<file path="src/rtl/neopix_frame_arbiter.sv">
// -----------------------------------------------------------------------------
// neopix_frame_arbiter
//
// Shares one NeoPixel bit serializer between NUM_CH frame buffers. A requesting
// channel is granted round-robin, its frame is read pixel by pixel from its
// buffer and handed to the serializer, and after the last pixel has been
// shifted out the line is held idle-low for LATCH_CLKS cycles so the LED
// strip latches. The grant stays up through that gap because GNT also routes
// the serializer output to the granted channel's DO pin.
//
// Ports
//   CLK        system clock, single domain
//   RESET      asynchronous active-high reset
//   REQ        per-channel "frame ready" level requests
//   GNT        one-hot grant / DO routing select
//   SEL        binary index of the granted channel
//   RD_EN      frame-buffer read strobe (one cycle per pixel)
//   ADDR       pixel index being read
//   RD_DATA    pixel word from the buffer, valid one cycle after RD_EN
//   PIX_DATA   pixel word presented to the serializer
//   PIX_VALID  PIX_DATA valid
//   PIX_READY  serializer accepts the word when PIX_VALID && PIX_READY
//   SER_BUSY   serializer still shifting bits
//   DONE       one-cycle pulse on the finished channel's bit
//   BUSY       high in every state except IDLE
// -----------------------------------------------------------------------------
module neopix_frame_arbiter #(
    parameter int NUM_LEDS   = 256,
    parameter int NUM_CH     = 2,
    parameter int LATCH_CLKS = 2600
) (
    input  logic                        CLK,
    input  logic                        RESET,
    input  logic [NUM_CH-1:0]           REQ,
    output logic [NUM_CH-1:0]           GNT,
    output logic [$clog2(NUM_CH)-1:0]   SEL,
    output logic                        RD_EN,
    output logic [$clog2(NUM_LEDS)-1:0] ADDR,
    input  logic [23:0]                 RD_DATA,
    output logic [23:0]                 PIX_DATA,
    output logic                        PIX_VALID,
    input  logic                        PIX_READY,
    input  logic                        SER_BUSY,
    output logic [NUM_CH-1:0]           DONE,
    output logic                        BUSY
);

    localparam int SW = $clog2(NUM_CH);
    localparam int AW = $clog2(NUM_LEDS);
    localparam int CW = (LATCH_CLKS > 1) ? $clog2(LATCH_CLKS) : 1;

    localparam logic [AW-1:0] LAST_PIX   = AW'(NUM_LEDS - 1);
    localparam logic [CW-1:0] LATCH_LOAD = CW'(LATCH_CLKS - 1);

    localparam logic [2:0] S_IDLE    = 3'd0;
    localparam logic [2:0] S_FETCH   = 3'd1;
    localparam logic [2:0] S_WAIT    = 3'd2;
    localparam logic [2:0] S_PRESENT = 3'd3;
    localparam logic [2:0] S_DRAIN   = 3'd4;
    localparam logic [2:0] S_LATCH   = 3'd5;

    logic [2:0]    state_r;
    logic [SW-1:0] last_r;      // last granted channel; search starts one past it
    logic [CW-1:0] cnt_r;       // latch-gap countdown
    logic          pick_found_s;
    logic [SW-1:0] pick_idx_s;

    // Round-robin search: first requester found walking from last+1 upwards
    // (with wrap), so the previous winner has the lowest priority.
    function automatic logic [SW:0] rr_pick(input logic [NUM_CH-1:0] req,
                                            input logic [SW-1:0]     last);
        logic [SW:0] res;
        int          c;
        res = '0;
        for (int i = 1; i <= NUM_CH; i++) begin
            c = int'(last) + i;
            if (c >= NUM_CH) begin
                c = c - NUM_CH;
            end else begin
                c = c;
            end
            if (!res[SW] && req[SW'(c)]) begin
                res = {1'b1, SW'(c)};
            end else begin
                res = res;
            end
        end
        return res;
    endfunction

    // Arbitration result for the current REQ vector and pointer.
    always_comb begin
        pick_found_s = 1'b0;
        pick_idx_s   = '0;
        {pick_found_s, pick_idx_s} = rr_pick(REQ, last_r);
    end

    // Frame sequencer: all outputs are registered here.
    always_ff @(posedge CLK or posedge RESET) begin
        if (RESET) begin
            state_r   <= S_IDLE;
            last_r    <= SW'(NUM_CH - 1);   // makes channel 0 the first choice
            cnt_r     <= '0;
            GNT       <= '0;
            SEL       <= '0;
            RD_EN     <= 1'b0;
            ADDR      <= '0;
            PIX_DATA  <= 24'h000000;
            PIX_VALID <= 1'b0;
            DONE      <= '0;
            BUSY      <= 1'b0;
        end else begin
            DONE <= '0;
            case (state_r)
                S_IDLE: begin
                    if (pick_found_s) begin
                        GNT     <= NUM_CH'(1'b1) << pick_idx_s;
                        SEL     <= pick_idx_s;
                        ADDR    <= '0;
                        RD_EN   <= 1'b1;
                        BUSY    <= 1'b1;
                        state_r <= S_FETCH;
                    end else begin
                        state_r <= S_IDLE;
                    end
                end
                S_FETCH: begin
                    // Read strobe was raised on entry; the buffer answers next cycle.
                    RD_EN   <= 1'b0;
                    state_r <= S_WAIT;
                end
                S_WAIT: begin
                    PIX_DATA  <= RD_DATA;
                    PIX_VALID <= 1'b1;
                    state_r   <= S_PRESENT;
                end
                S_PRESENT: begin
                    if (PIX_READY) begin
                        PIX_VALID <= 1'b0;
                        if (ADDR == LAST_PIX) begin
                            state_r <= S_DRAIN;
                        end else begin
                            ADDR    <= ADDR + AW'(1);
                            RD_EN   <= 1'b1;
                            state_r <= S_FETCH;
                        end
                    end else begin
                        state_r <= S_PRESENT;
                    end
                end
                S_DRAIN: begin
                    if (!SER_BUSY) begin
                        cnt_r   <= LATCH_LOAD;
                        state_r <= S_LATCH;
                    end else begin
                        state_r <= S_DRAIN;
                    end
                end
                S_LATCH: begin
                    // GNT stays up so the idle-low serializer keeps driving DO.
                    if (cnt_r == '0) begin
                        DONE    <= GNT;
                        GNT     <= '0;
                        last_r  <= SEL;
                        BUSY    <= 1'b0;
                        state_r <= S_IDLE;
                    end else begin
                        cnt_r   <= cnt_r - CW'(1);
                        state_r <= S_LATCH;
                    end
                end
                default: begin
                    state_r   <= S_IDLE;
                    GNT       <= '0;
                    RD_EN     <= 1'b0;
                    PIX_VALID <= 1'b0;
                    BUSY      <= 1'b0;
                end
            endcase
        end
    end

endmodule

</file>
<file path="config.mk">
export PLATFORM = sky130hd
export DESIGN_NAME = neopix_frame_arbiter
export DESIGN_NICKNAME = d
export VERILOG_FILES = /design/src/rtl/neopix_frame_arbiter.sv
export SDC_FILE = /design/constraint.sdc
export NUM_CORES = 1
export LEC_CHECK = 0
export CAP_MARGIN = 10
export CORE_UTILIZATION = 48
export CTS_CLUSTER_DIAMETER = 40
export DETAILED_ROUTE_END_ITERATION = 8
export GPL_TIMING_DRIVEN = 0
export PLACE_DENSITY_LB_ADDON = 0.25
export SYNTH_ARGS = -nofsm -noshare
export SYNTH_HDL_FRONTEND = slang
export SYNTH_SLANG_ARGS = --single-unit
</file>
<file path="constraint.sdc">
create_clock -name CLK -period 2.4 [get_ports CLK]
set_input_delay 0.36 -clock CLK [delete_from_list [all_inputs] [get_ports CLK]]
set_output_delay 0.36 -clock CLK [all_outputs]
set_load 0.1 [all_outputs]
</file>
==> results of run 1 <==
## cell usage in the layout (no fill, tap or decap), types with 5 or more instances in the layout
| cell | instances |
|---|---|
| nand3_1 | 6 |
| clkbuf_8 | 6 |
| a211oi_1 | 6 |
| a21oi_1 | 6 |
| mux2_2 | 26 |
| nor3_1 | 9 |
| dfrtp_1 | 55 |
| nor2_1 | 17 |
| clkbuf_1 | 7 |
| nand2_1 | 8 |
| mux2i_1 | 6 |
| clkdlybuf4s50_1 | 67 |
| o21ai_0 | 5 |
| inv_1 | 7 |
| a31oi_1 | 8 |
| and3_1 | 6 |
## metal layers
metal / share of wire (%) / global-route usage, % / routed length, µm / up-vias
met3: 8.7 / 5.291 / 451 / 10
li1: - / - / - / 982
met5: 0 / 0 / 0 / -
met1: 45 / 25.47 / 2364 / 970
met2: 44 / 30.36 / 2298 / 82
met4: 1.7 / 6.790 / 87 / 0
## area by class of cell
cell class / instances / share of cell area (%)
clock inverter: 1 / 0.2151
buffer: 10 / 1.541
timing repair buffer: 69 / 20.14
tap: 70 / 2.509
clock buffer: 7 / 2.473
inverter: 8 / 0.8602
sequential: 56 / 40.18
multi-input combinational: 150 / 32.08
## kinds of logic (layout without fill, tap and decap cells)
kind of cell | count (synthesis) | after routing | share of synthesized area [%]
simple gates | 69 | 69 | 14.98
flops | 56 | 56 | 53.82
compound gates | 46 | 46 | 13.01
mux | 32 | 32 | 13.54
buf+inv | 18 | 95 | 3.216
fa+ha+maj | 3 | 3 | 1.440
## synth_stat cells (5+ instances only)
library cell and count:
clkbuf_1 6, dfrtp_1 55, a31oi_1 8, a21oi_1 6, and3_1 6, nand3_1 6, nor3_1 9, mux2_2 26
nand2_1 8, nor2_1 17, o21ai_0 5, mux2i_1 6, inv_1 8, a211oi_1 6
## final timing paths
kind,cells after the start,slack [ns],startpoint,to
worst min register to register,1,0.51,cnt_r[5],cnt_r[5]
min in group CLK,1,0.51,cnt_r[5],cnt_r[5]
worst max register to register,5,0.35,state_r[1],cnt_r[2]
worst min-delay path,2,0.33,RESET,PIX_DATA[15]
worst max-delay path,1,0.1,ADDR[4],ADDR[4]
max in group asynchronous,3,1.48,RESET,last_r
## worst reg2reg max path, stage by stage (launching register included)
cell	delay, ns
dfrtp_1	0.39
buf_6	0.13
clkbuf_1	0.19
nor4_1	0.96
a311oi_1	0.10
a31oi_1	0.19
## what timing repair did
item,4_1_cts,5_1_grt
endpoints found under the setup margin,0,1
resized for setup,0,1
hold buffers,0,0
## sequential cells by signal, indices dropped and copies added, names as in the netlist
signal	count
GNT	2
cnt_r	12
BUSY	1
SEL	1
PIX_VALID	1
PIX_DATA	24
DONE	2
ADDR	8
state_r	3
last_r	1
RD_EN	1
## metrics by stage
step,cells,instance area [µm²]
2_1_floorplan,224,2606
3_3_place_gp,362,3374
3_5_place_dp,363,3395
4_1_cts,371,3488
5_1_grt,371,3491
6_report,371,3491
==> results by group, run 1 <==
Status
  – Status: complete, no violations

Worst setup path
  – CP Data Required Time: 2.04 ns
  – Slowest stage cell, crit path: clkdlybuf4s50_1
  – CP startpoint kind: flip-flop
  – CP peak stage delay: 1.17 ns
  – Critical Path End Type: primary output
  – Crit-path max FO: 8
  – Setup CP Type: flip-flop to primary output
  – Delay-heaviest family, CP: buffers and inverters
  – Worst path cell trace: clkdlybuf4s50_1
  – CP bufs+invs: 1
  – CP Data Arrival Time: 1.94 ns

Global route
  – Global Route Usage Sum: 19.18%
  – Vias in the first global route: 1829
  – Largest net degree at the start of global routing: 41
  – GR Overflow Total: 0
  – Antenna violations before repair: 0
  – First-pass GRT wire length: 8231 µm

CTS
  – CTS root buf: clkbuf_8
  – CTS max path bufs: 2
  – Clock Sinks: 56
  – Number of post-CTS setup repair buffers: 0
  – Worst skew pair latency: 0.30 ns
  – Htree depth: 2
  – CTS clk-pin slew, worst paths: 0.09 ns
  – CTS tree: built
  – Num CTS Buffers: 5

Detailed routing
  – Avg WL per Cell: around 14 µm
  – Residual DRC: 0
  – Post-DRT Antenna Nets: 0
  – Vias after detailed routing: about 2000
  – DRT iter0 DRCs: 92
  – Detailed Routing Iterations Pass 1: 4
  – Final wirelength: 5200 µm
  – Routed vias/inst: 5.509

Synth
  – Synthesized cell area: 2606 µm²
  – Post-synth EDFFs: 0
  – Syn_nets: 257
  – Synth Register Bits: 56
  – Dominant cell type by area after synthesis: dfrtp_1
  – Top cells by area, synth: dfrtp_1 53%, mux2_2 11%, nor2_1 2.4%
  – Post-synth top area share: 52.81%
  – Ys Warns: 0
  – Main synth FF type: dfrtp_1
  – Share of flip-flops with an asynchronous set or reset: 100.0%
  – Syn avg cell area: roughly 12 µm²
  – Sequential area share after synthesis: around 54%
  – Synthesized instance count: between 200 and 250
  – Netlist cell types: 52

STA
  – # setup viols final: 0
  – Worst hold slack: 0.3333 ns
  – Max transition margin: 26.50%
  – Clock period minus worst slack: 2.303 ns
  – Final WS setup: 0.09683 ns
  – Setup TNS: 0 ns
  – RSZ-0062 raised after global routing: false
  – Final period util: 95.97%
  – Worst slew pin tran: 1.092 ns
  – Final Hold Vio Count: 0
  – Clk_skew: around 0.0036 ns
  – Final Max Slew Viols: 0
  – Fmax: 434.2 MHz

Floorplanning
  – I/O pins: 70
  – Die area: around 5700 µm²
  – Die width: ~76 µm
  – Std cell rows: 26
  – Initial Util: 50.39%
  – Die Y: 75.69 µm
  – Core ar.: 5172 µm²

Placed design
  – GP Congestion: 0.8230
  – PortBufs: a little under 70
  – HPWL after DPL: 3860 µm
  – Pre-CTS WS: 0.03219 ns

Finish
  – Multi-input gate area: 1120 µm²
  – Post-layout util: approximately 67%
  – Area growth syn-to-layout: 33.94%
  – Fill cells: 403
  – N_diodes: 0
  – Share of cells above drive strength 1: 15.61%
  – Register Area: 1403 µm²
  – Nets@finish: 333

Min path
  – Path type of the worst min-delay path: input pin to async pin

Run
  – Max Cap Viol: 0
Power of run 1 is not shown: default switching activity piles up to over one toggle a cycle in this logic, so the estimate is an artifact.
==> run 2: changes to the inputs <==
HOLD_SLACK_MARGIN = 0.12   (was default)
==> results of run 2 <==
Final layout, timing and power as in run 1 (identical DEF).
Power of run 2 is left out for the same reason.
==> run 3: changes to the inputs <==
ABC_CLOCK_PERIOD_IN_PS = 2400   (was default)
GPL_ROUTABILITY_DRIVEN = 0   (was default)
==> results of run 3 <==
Final layout, timing and power as in run 1 (identical DEF).
Power of run 3 is left out for the same reason.
